===== config.mk =====
export PLATFORM = sky130hd
export DESIGN_NAME = alu_seq
export DESIGN_NICKNAME = d
export VERILOG_FILES = /design/src/rtl/alu_pkg.sv /design/src/rtl/alu_mul_iter.sv /design/src/rtl/alu_seq.sv
export SDC_FILE = /design/constraint.sdc
export NUM_CORES = 1
export LEC_CHECK = 0
export ABC_AREA = 0
export BUFFER_PORTS_ARGS = -buffer_cell sky130_fd_sc_hd__buf_2
export CAP_MARGIN = 20
export CORE_ASPECT_RATIO = 1.2
export CORE_MARGIN = 2
export CORE_UTILIZATION = 62
export DETAILED_ROUTE_END_ITERATION = 10
export HOLD_SLACK_MARGIN = 0.05
export PLACE_DENSITY = 0.78
export SYNTH_ARGS = -nofsm -noshare
export SYNTH_HDL_FRONTEND = slang
export SYNTH_SLANG_ARGS = --single-unit

===== constraint.sdc =====
create_clock -name clk -period 3.6 [get_ports clk]
set_input_delay 0.18 -clock clk [delete_from_list [all_inputs] [get_ports clk]]
set_output_delay 0.18 -clock clk [all_outputs]
set_load 0.03 [all_outputs]

===== src/rtl/alu_pkg.sv =====
// ---------------------------------------------------------------------------
// alu_pkg
// Shared types and constants for the sequential ALU.
//   alu_op_e : 3-bit opcode encoding carried on alu_control
//   FLAG_*   : bit positions inside the 4-bit flags vector
//   state_e  : control state of alu_seq (IDLE / iterating MUL)
// ---------------------------------------------------------------------------
package alu_pkg;

    typedef enum logic [2:0] {
        OP_ADD = 3'b000,
        OP_SUB = 3'b001,
        OP_AND = 3'b010,
        OP_OR  = 3'b011,
        OP_XOR = 3'b100,
        OP_LSL = 3'b101,
        OP_LSR = 3'b110,
        OP_MUL = 3'b111
    } alu_op_e;

    localparam int FLAG_Z = 0;
    localparam int FLAG_N = 1;
    localparam int FLAG_C = 2;
    localparam int FLAG_V = 3;

    typedef enum logic {
        ST_IDLE = 1'b0,
        ST_MUL  = 1'b1
    } state_e;

endpackage


===== src/rtl/alu_mul_iter.sv =====
// ---------------------------------------------------------------------------
// alu_mul_iter
// Unsigned shift-add multiplier, one partial product per cycle, WIDTH steps.
//   clk, rst_n : clock, asynchronous active-low reset
//   load       : capture a/b and clear the accumulator
//   run        : perform one shift-add step this cycle
//   a, b       : operands (WIDTH bits)
//   product    : accumulator value including the step of the current cycle
//   last       : the step of the current cycle is the final one
// ---------------------------------------------------------------------------
module alu_mul_iter #(
    parameter int WIDTH = 16
) (
    input  logic               clk,
    input  logic               rst_n,
    input  logic               load,
    input  logic               run,
    input  logic [WIDTH-1:0]   a,
    input  logic [WIDTH-1:0]   b,
    output logic [2*WIDTH-1:0] product,
    output logic               last
);

    localparam int CW = $clog2(WIDTH);
    localparam logic [CW-1:0] LAST_CNT = CW'(WIDTH - 1);

    logic [2*WIDTH-1:0] acc;
    logic [2*WIDTH-1:0] mcand;
    logic [WIDTH-1:0]   mplr;
    logic [CW-1:0]      count;

    // Exposing the post-step sum lets the parent register the final product
    // on the same edge as the last step, without an extra cycle.
    assign product = acc + (mplr[0] ? mcand : '0);
    assign last    = (count == LAST_CNT);

    always_ff @(posedge clk or negedge rst_n) begin
        if (!rst_n) begin
            acc   <= '0;
            mcand <= '0;
            mplr  <= '0;
            count <= '0;
        end else if (load) begin
            acc   <= '0;
            mcand <= {{WIDTH{1'b0}}, a};
            mplr  <= b;
            count <= '0;
        end else if (run) begin
            acc   <= product;
            mcand <= mcand << 1;
            mplr  <= mplr >> 1;
            count <= count + CW'(1);
        end
    end

endmodule


===== src/rtl/alu_seq.sv =====
// ---------------------------------------------------------------------------
// alu_seq
// Registered-output ALU with start/busy/done handshake and NZCV flags.
//   clk, rst_n  : clock, asynchronous active-low reset
//   start       : request, sampled only in IDLE
//   alu_control : opcode (alu_op_e), latched with start
//   src_a/src_b : operands, latched with start
//   set_flags   : update flags on completion of this request
//   busy        : high while a MUL iterates
//   done        : one-cycle pulse, result (and flags if requested) valid
//   result      : registered result, held until next completion
//   flags       : registered {V,C,N,Z}, held until next flag-writing completion
// Non-MUL ops complete on the start edge; MUL takes WIDTH further edges.
// ---------------------------------------------------------------------------
module alu_seq
    import alu_pkg::*;
#(
    parameter int WIDTH  = 16,
    parameter bit MUL_EN = 1'b1
) (
    input  logic             clk,
    input  logic             rst_n,
    input  logic             start,
    input  logic [2:0]       alu_control,
    input  logic [WIDTH-1:0] src_a,
    input  logic [WIDTH-1:0] src_b,
    input  logic             set_flags,
    output logic             busy,
    output logic             done,
    output logic [WIDTH-1:0] result,
    output logic [3:0]       flags
);

    localparam int SW = $clog2(WIDTH);

    state_e             state, next_state;
    alu_op_e            op;
    logic               set_flags_q;
    logic               accept;
    logic               mul_load;
    logic [2*WIDTH-1:0] mul_product;
    logic               mul_last;

    logic [WIDTH-1:0]   alu_res;
    logic               alu_c, alu_v;
    logic [SW-1:0]      shamt;
    logic [WIDTH:0]     wide;

    logic [WIDTH-1:0]   result_d;
    logic [3:0]         flags_d;
    logic               done_d;

    assign op       = alu_op_e'(alu_control);
    assign accept   = (state == ST_IDLE) && start;
    assign mul_load = accept && (op == OP_MUL) && MUL_EN;
    assign shamt    = src_b[SW-1:0];

    generate
        if (MUL_EN) begin : g_mul
            alu_mul_iter #(.WIDTH(WIDTH)) u_mul (
                .clk     (clk),
                .rst_n   (rst_n),
                .load    (mul_load),
                .run     (state == ST_MUL),
                .a       (src_a),
                .b       (src_b),
                .product (mul_product),
                .last    (mul_last)
            );
        end else begin : g_no_mul
            assign mul_product = '0;
            assign mul_last    = 1'b0;
        end
    endgenerate

    // Single-cycle datapath for everything except an enabled MUL.
    always_comb begin
        // NOTE: every variable gets a default first so no path infers a latch.
        alu_res = '0;
        alu_c   = 1'b0;
        alu_v   = 1'b0;
        wide    = '0;
        unique case (op)
            OP_ADD: begin
                wide    = {1'b0, src_a} + {1'b0, src_b};
                alu_res = wide[WIDTH-1:0];
                alu_c   = wide[WIDTH];
                alu_v   = (src_a[WIDTH-1] == src_b[WIDTH-1]) &&
                          (alu_res[WIDTH-1] != src_a[WIDTH-1]);
            end
            OP_SUB: begin
                wide    = {1'b0, src_a} - {1'b0, src_b};
                alu_res = wide[WIDTH-1:0];
                alu_c   = ~wide[WIDTH];            // carry = no borrow
                alu_v   = (src_a[WIDTH-1] != src_b[WIDTH-1]) &&
                          (alu_res[WIDTH-1] != src_a[WIDTH-1]);
            end
            OP_AND: alu_res = src_a & src_b;
            OP_OR:  alu_res = src_a | src_b;
            OP_XOR: alu_res = src_a ^ src_b;
            OP_LSL: begin
                // Extra top bit catches the last bit shifted out (0 for amount 0).
                wide    = {1'b0, src_a} << shamt;
                alu_res = wide[WIDTH-1:0];
                alu_c   = wide[WIDTH];
            end
            OP_LSR: begin
                // Extra bottom bit catches the last bit shifted out.
                wide    = {src_a, 1'b0} >> shamt;
                alu_res = wide[WIDTH:1];
                alu_c   = wide[0];
            end
            OP_MUL: begin
                // Only reached as a single-cycle op when MUL is not built:
                // result 0, so Z=1 and everything else clear.
                alu_res = '0;
            end
            default: alu_res = '0;
        endcase
    end

    // ---- FSM: state register ----
    always_ff @(posedge clk or negedge rst_n) begin
        // NOTE: sequential state uses non-blocking assignments so every
        // register samples pre-edge values regardless of block ordering.
        if (!rst_n) state <= ST_IDLE;
        else        state <= next_state;
    end

    // ---- FSM: next-state logic ----
    always_comb begin
        next_state = state;
        unique case (state)
            ST_IDLE: if (mul_load) next_state = ST_MUL;
            ST_MUL:  if (mul_last) next_state = ST_IDLE;
            default: next_state = ST_IDLE;
        endcase
    end

    // ---- FSM: output logic (next values of the registered outputs) ----
    always_comb begin
        result_d = result;
        flags_d  = flags;
        done_d   = 1'b0;
        unique case (state)
            ST_IDLE: begin
                if (accept && !mul_load) begin
                    result_d = alu_res;
                    done_d   = 1'b1;
                    if (set_flags) begin
                        flags_d[FLAG_Z] = (alu_res == '0);
                        flags_d[FLAG_N] = alu_res[WIDTH-1];
                        flags_d[FLAG_C] = alu_c;
                        flags_d[FLAG_V] = alu_v;
                    end
                end
            end
            ST_MUL: begin
                if (mul_last) begin
                    result_d = mul_product[WIDTH-1:0];
                    done_d   = 1'b1;
                    if (set_flags_q) begin
                        flags_d[FLAG_Z] = (mul_product[WIDTH-1:0] == '0);
                        flags_d[FLAG_N] = mul_product[WIDTH-1];
                        flags_d[FLAG_C] = (mul_product[2*WIDTH-1:WIDTH] != '0);
                        flags_d[FLAG_V] = 1'b0;
                    end
                end
            end
            default: ;
        endcase
    end

    always_ff @(posedge clk or negedge rst_n) begin
        if (!rst_n) begin
            result      <= '0;
            flags       <= '0;
            done        <= 1'b0;
            busy        <= 1'b0;
            set_flags_q <= 1'b0;
        end else begin
            result <= result_d;
            flags  <= flags_d;
            done   <= done_d;
            busy   <= (next_state == ST_MUL);
            if (mul_load) set_flags_q <= set_flags;
        end
    end

endmodule


==> results.json <==
{
  "setup_tns_ps": 0,
  "ys_seq_area_frac": 0.2565,
  "fp-row-count": 51,
  "maxCapViolations": 0,
  "gp_congestion": 1.076,
  "clock.fmax_mhz": 291.1,
  "hold_violations": 0,
  "start_util": 0.6390,
  "clkLatencyLatePin_ps": 350,
  "wl_per_cell_um": 22.66,
  "grt_pass1_vias": 10320,
  "grt_pass1_wl_um": 56150,
  "skew_ps": 8.651,
  "hp-class": "primary input to flip-flop",
  "post-place-ws_ps": 28.00,
  "syn2layout_area_growth_pct": 11.25,
  "yosys_warnings": 0,
  "syn_nets": 1417,
  "ant_nets": 0,
  "outcome": "complete, no violations",
  "fillers": 1333,
  "cts_made_buffers": 9,
  "finalCriticalPeriod_ps": 3436,
  "leakagePower_uw": 0.005418,
  "synth_seq_cells": 107,
  "ys.flop_type": "dfrtp_1",
  "core_sq_um": 16340,
  "clockRootBuffer": "clkbuf_16",
  "crit_type": "flip-flop to flip-flop",
  "via_per_inst": 6.808,
  "cts_tree": "done",
  "track_usage": 0.4040,
  "post-route-period-util": 0.9544,
  "yosysTopAreaCell": "dfrtp_1",
  "detail_route.iter0.violations": 1229,
  "antenna_cells": 0,
  "rsz0062_at_grt": "false",
  "synth_edf_count": 0,
  "tightest_slew_ps": 817.0,
  "ios": 61,
  "slew_violations": 0,
  "clockBufferDepth": 2,
  "clk_pin_slew_ps": 70,
  "synth_top_area_frac": 0.2565,
  "place_inst": 1555,
  "post-route-drc-count": 0,
  "syn_area_sq_um": 10440,
  "final_area_sq_um": 11610,
  "path_cells": "dlymetal6s2s_1 > and2_1 > ha_1 > a211oi_1 > o21ai_0 > nand4_1 > nand4_1 > a31oi_1 > xnor2_1 > o2111ai_1 > nor4_1 > a21oi_1",
  "dpl-instance-area_sq_um": 11250,
  "critPathCaptureType": "flip-flop",
  "drt-pass1-iter-count": 6,
  "relSlewSlack": 0.4542,
  "cp_slowest_stage_delay_ps": 490,
  "dieArea_sq_um": 17890,
  "critPathLaunchType": "flip-flop",
  "vias": 10710,
  "die_w_um": 122.5,
  "yosysUniqueCellTypes": 84,
  "postSynthAreaPerCell_sq_um": 8.067,
  "yosys-top-cells-area": "dfrtp_1 26%, ha_1 9.7%, nand2_1 7.3%",
  "port_buffers": 60,
  "cp_data_required_time_ps": 3840,
  "ys_top_cells_by_count": "204 x nand2_1, 107 x dfrtp_1, 85 x o21ai_0",
  "grt_max_degree": 47,
  "synth_most_common_cell": "nand2_1",
  "die_h_um": 146.1,
  "cp_common_cell": "nand4_1",
  "hpwl_um": 27470,
  "cts.sinks": 107,
  "irDropWorstVdd_uv": 280.1,
  "htreeDepth": 3,
  "regArea_sq_um": 2683,
  "antenna_found_initial": 0,
  "synthArstFlopShare": 1.000,
  "grt-ovfl-total": 0,
  "stdcell_count": 1573,
  "syn-instance-count": 1294,
  "multiInputGateArea_sq_um": 7262,
  "arrival_ps": 3670,
  "setup_viol": 0,
  "drive_gt1_frac": 0.1514,
  "crit_fanout": 6,
  "slowest_stage": "o21ai_0",
  "setup_slack_ps": 164.2,
  "wl_um": 35640,
  "power_density_nw_per_um2": 539.7,
  "fin_nets": 1479
}
==> worst paths after layout <==
| kind | end | cells after the start | start | slack [ps] |
|---|---|---|---|---|
| max in group asynchronous | busy$_DFF_PN0_ | 3 | rst_n | 2370 |
| min | set_flags_q$_DFFE_PN0P_ | 3 | set_flags | 70 |
| min in group asynchronous | g_mul.u_mul.mcand[7]$_DFFE_PN0P_ | 2 | rst_n | 340 |
| max reg2reg | flags[2]$_DFFE_PN0P_ | 12 | g_mul.u_mul.mplr[0]$_DFFE_PN0P_ | 160 |
| min reg2reg | g_mul.u_mul.mplr[1]$_DFFE_PN0P_ | 2 | g_mul.u_mul.mplr[1]$_DFFE_PN0P_ | 480 |
| max | flags[2]$_DFFE_PN0P_ | 12 | g_mul.u_mul.mplr[0]$_DFFE_PN0P_ | 160 |
==> through the flow <==
step                power, uW  hold slack [ps]  utilization
global placement         5075            186.9       0.6887
finish                   6268            65.06       0.7109
global route             6665            65.31       0.7109
detailed placement       5170            188.1       0.6887
floorplan                4106           -115.6            -
CTS                      6168            58.90       0.7070
==> where the power goes <==
part | total [uW] | internal (uW) | switching, uW | leakage [uW]
Clock | 995 | 545 | 450 | 0.000138
Sequential | 2020 | 1660 | 356 | 0.00139
Combinational | 3250 | 1180 | 2070 | 0.00389
==> critical path, delay by kind of cell (launching register included) <==
kind	cells	cell delay (ps)
adder cells (fa/ha/maj)	1	300
flip-flops	1	430
buffers and inverters	1	180
XOR/XNOR	1	320
AO/OA/AOI/OAI	5	990
AND/OR/NAND/NOR	4	1110
==> registers in the layout (all words and copies together), names as in the netlist <==
signal,cells
set_flags_q,1
flags,4
g_mul.u_mul.mplr,16
g_mul.u_mul.count,4
done,1
g_mul.u_mul.mcand,32
g_mul.u_mul.acc,32
result,16
busy,1
==> kinds of logic (layout without fill, tap and decap cells) <==
| group | Yosys count | count (layout) | synth area share |
|---|---|---|---|
| adders and majority gates | 84 | 84 | 0.1028 |
| AOI/OAI and AO/OA | 401 | 401 | 0.2590 |
| xor gates and xnor gates | 35 | 35 | 0.02937 |
| muxes | 58 | 58 | 0.08726 |
| and+or+nand+nor | 465 | 465 | 0.2102 |
| buffers and inverters | 144 | 211 | 0.05478 |
| DFF | 107 | 107 | 0.2565 |
==> metal layers <==
metal	track usage	share of wire	up-vias
met5	0	0	-
met4	0.2351	0.076	0
met3	0.05195	0.076	165
met2	0.6653	0.47	608
met1	0.5035	0.38	5060
li1	-	-	4876
==> timing repair <==
action                                  4_1_cts  5_1_grt
endpoints found under the setup margin        1        2
buffers inserted                              0        1
hold buffers                                  1        0
endpoints found under the hold margin        38        0
pin swaps                                     0        3
resized for setup                             1       17
==> cells in the final DEF (no fill, tap or decap), drive strengths merged, types with 21 or more instances in the layout <==
cell type | synthesis | final
nand2 | 204 | 204
ha | 81 | 81
mux2 | 21 | 21
buf | 20 | 131
inv | 59 | 60
dfrtp | 107 | 107
o21ai | 89 | 89
and2 | 36 | 36
nor2 | 83 | 83
mux4 | 21 | 21
xnor2 | 22 | 22
nand3 | 29 | 29
a22oi | 44 | 44
a21oi | 75 | 75
==> cell type report <==
type / count / share of cell area
Clock buffer: 13 / 0.02069
Clock inverter: 3 / 0.004094
Inverter: 62 / 0.02004
Multi-Input combinational cell: 1043 / 0.6253
Sequential cell: 107 / 0.2310
Tap cell: 212 / 0.02284
Timing Repair Buffer: 133 / 0.07606
(Power assumes the default switching activity.)
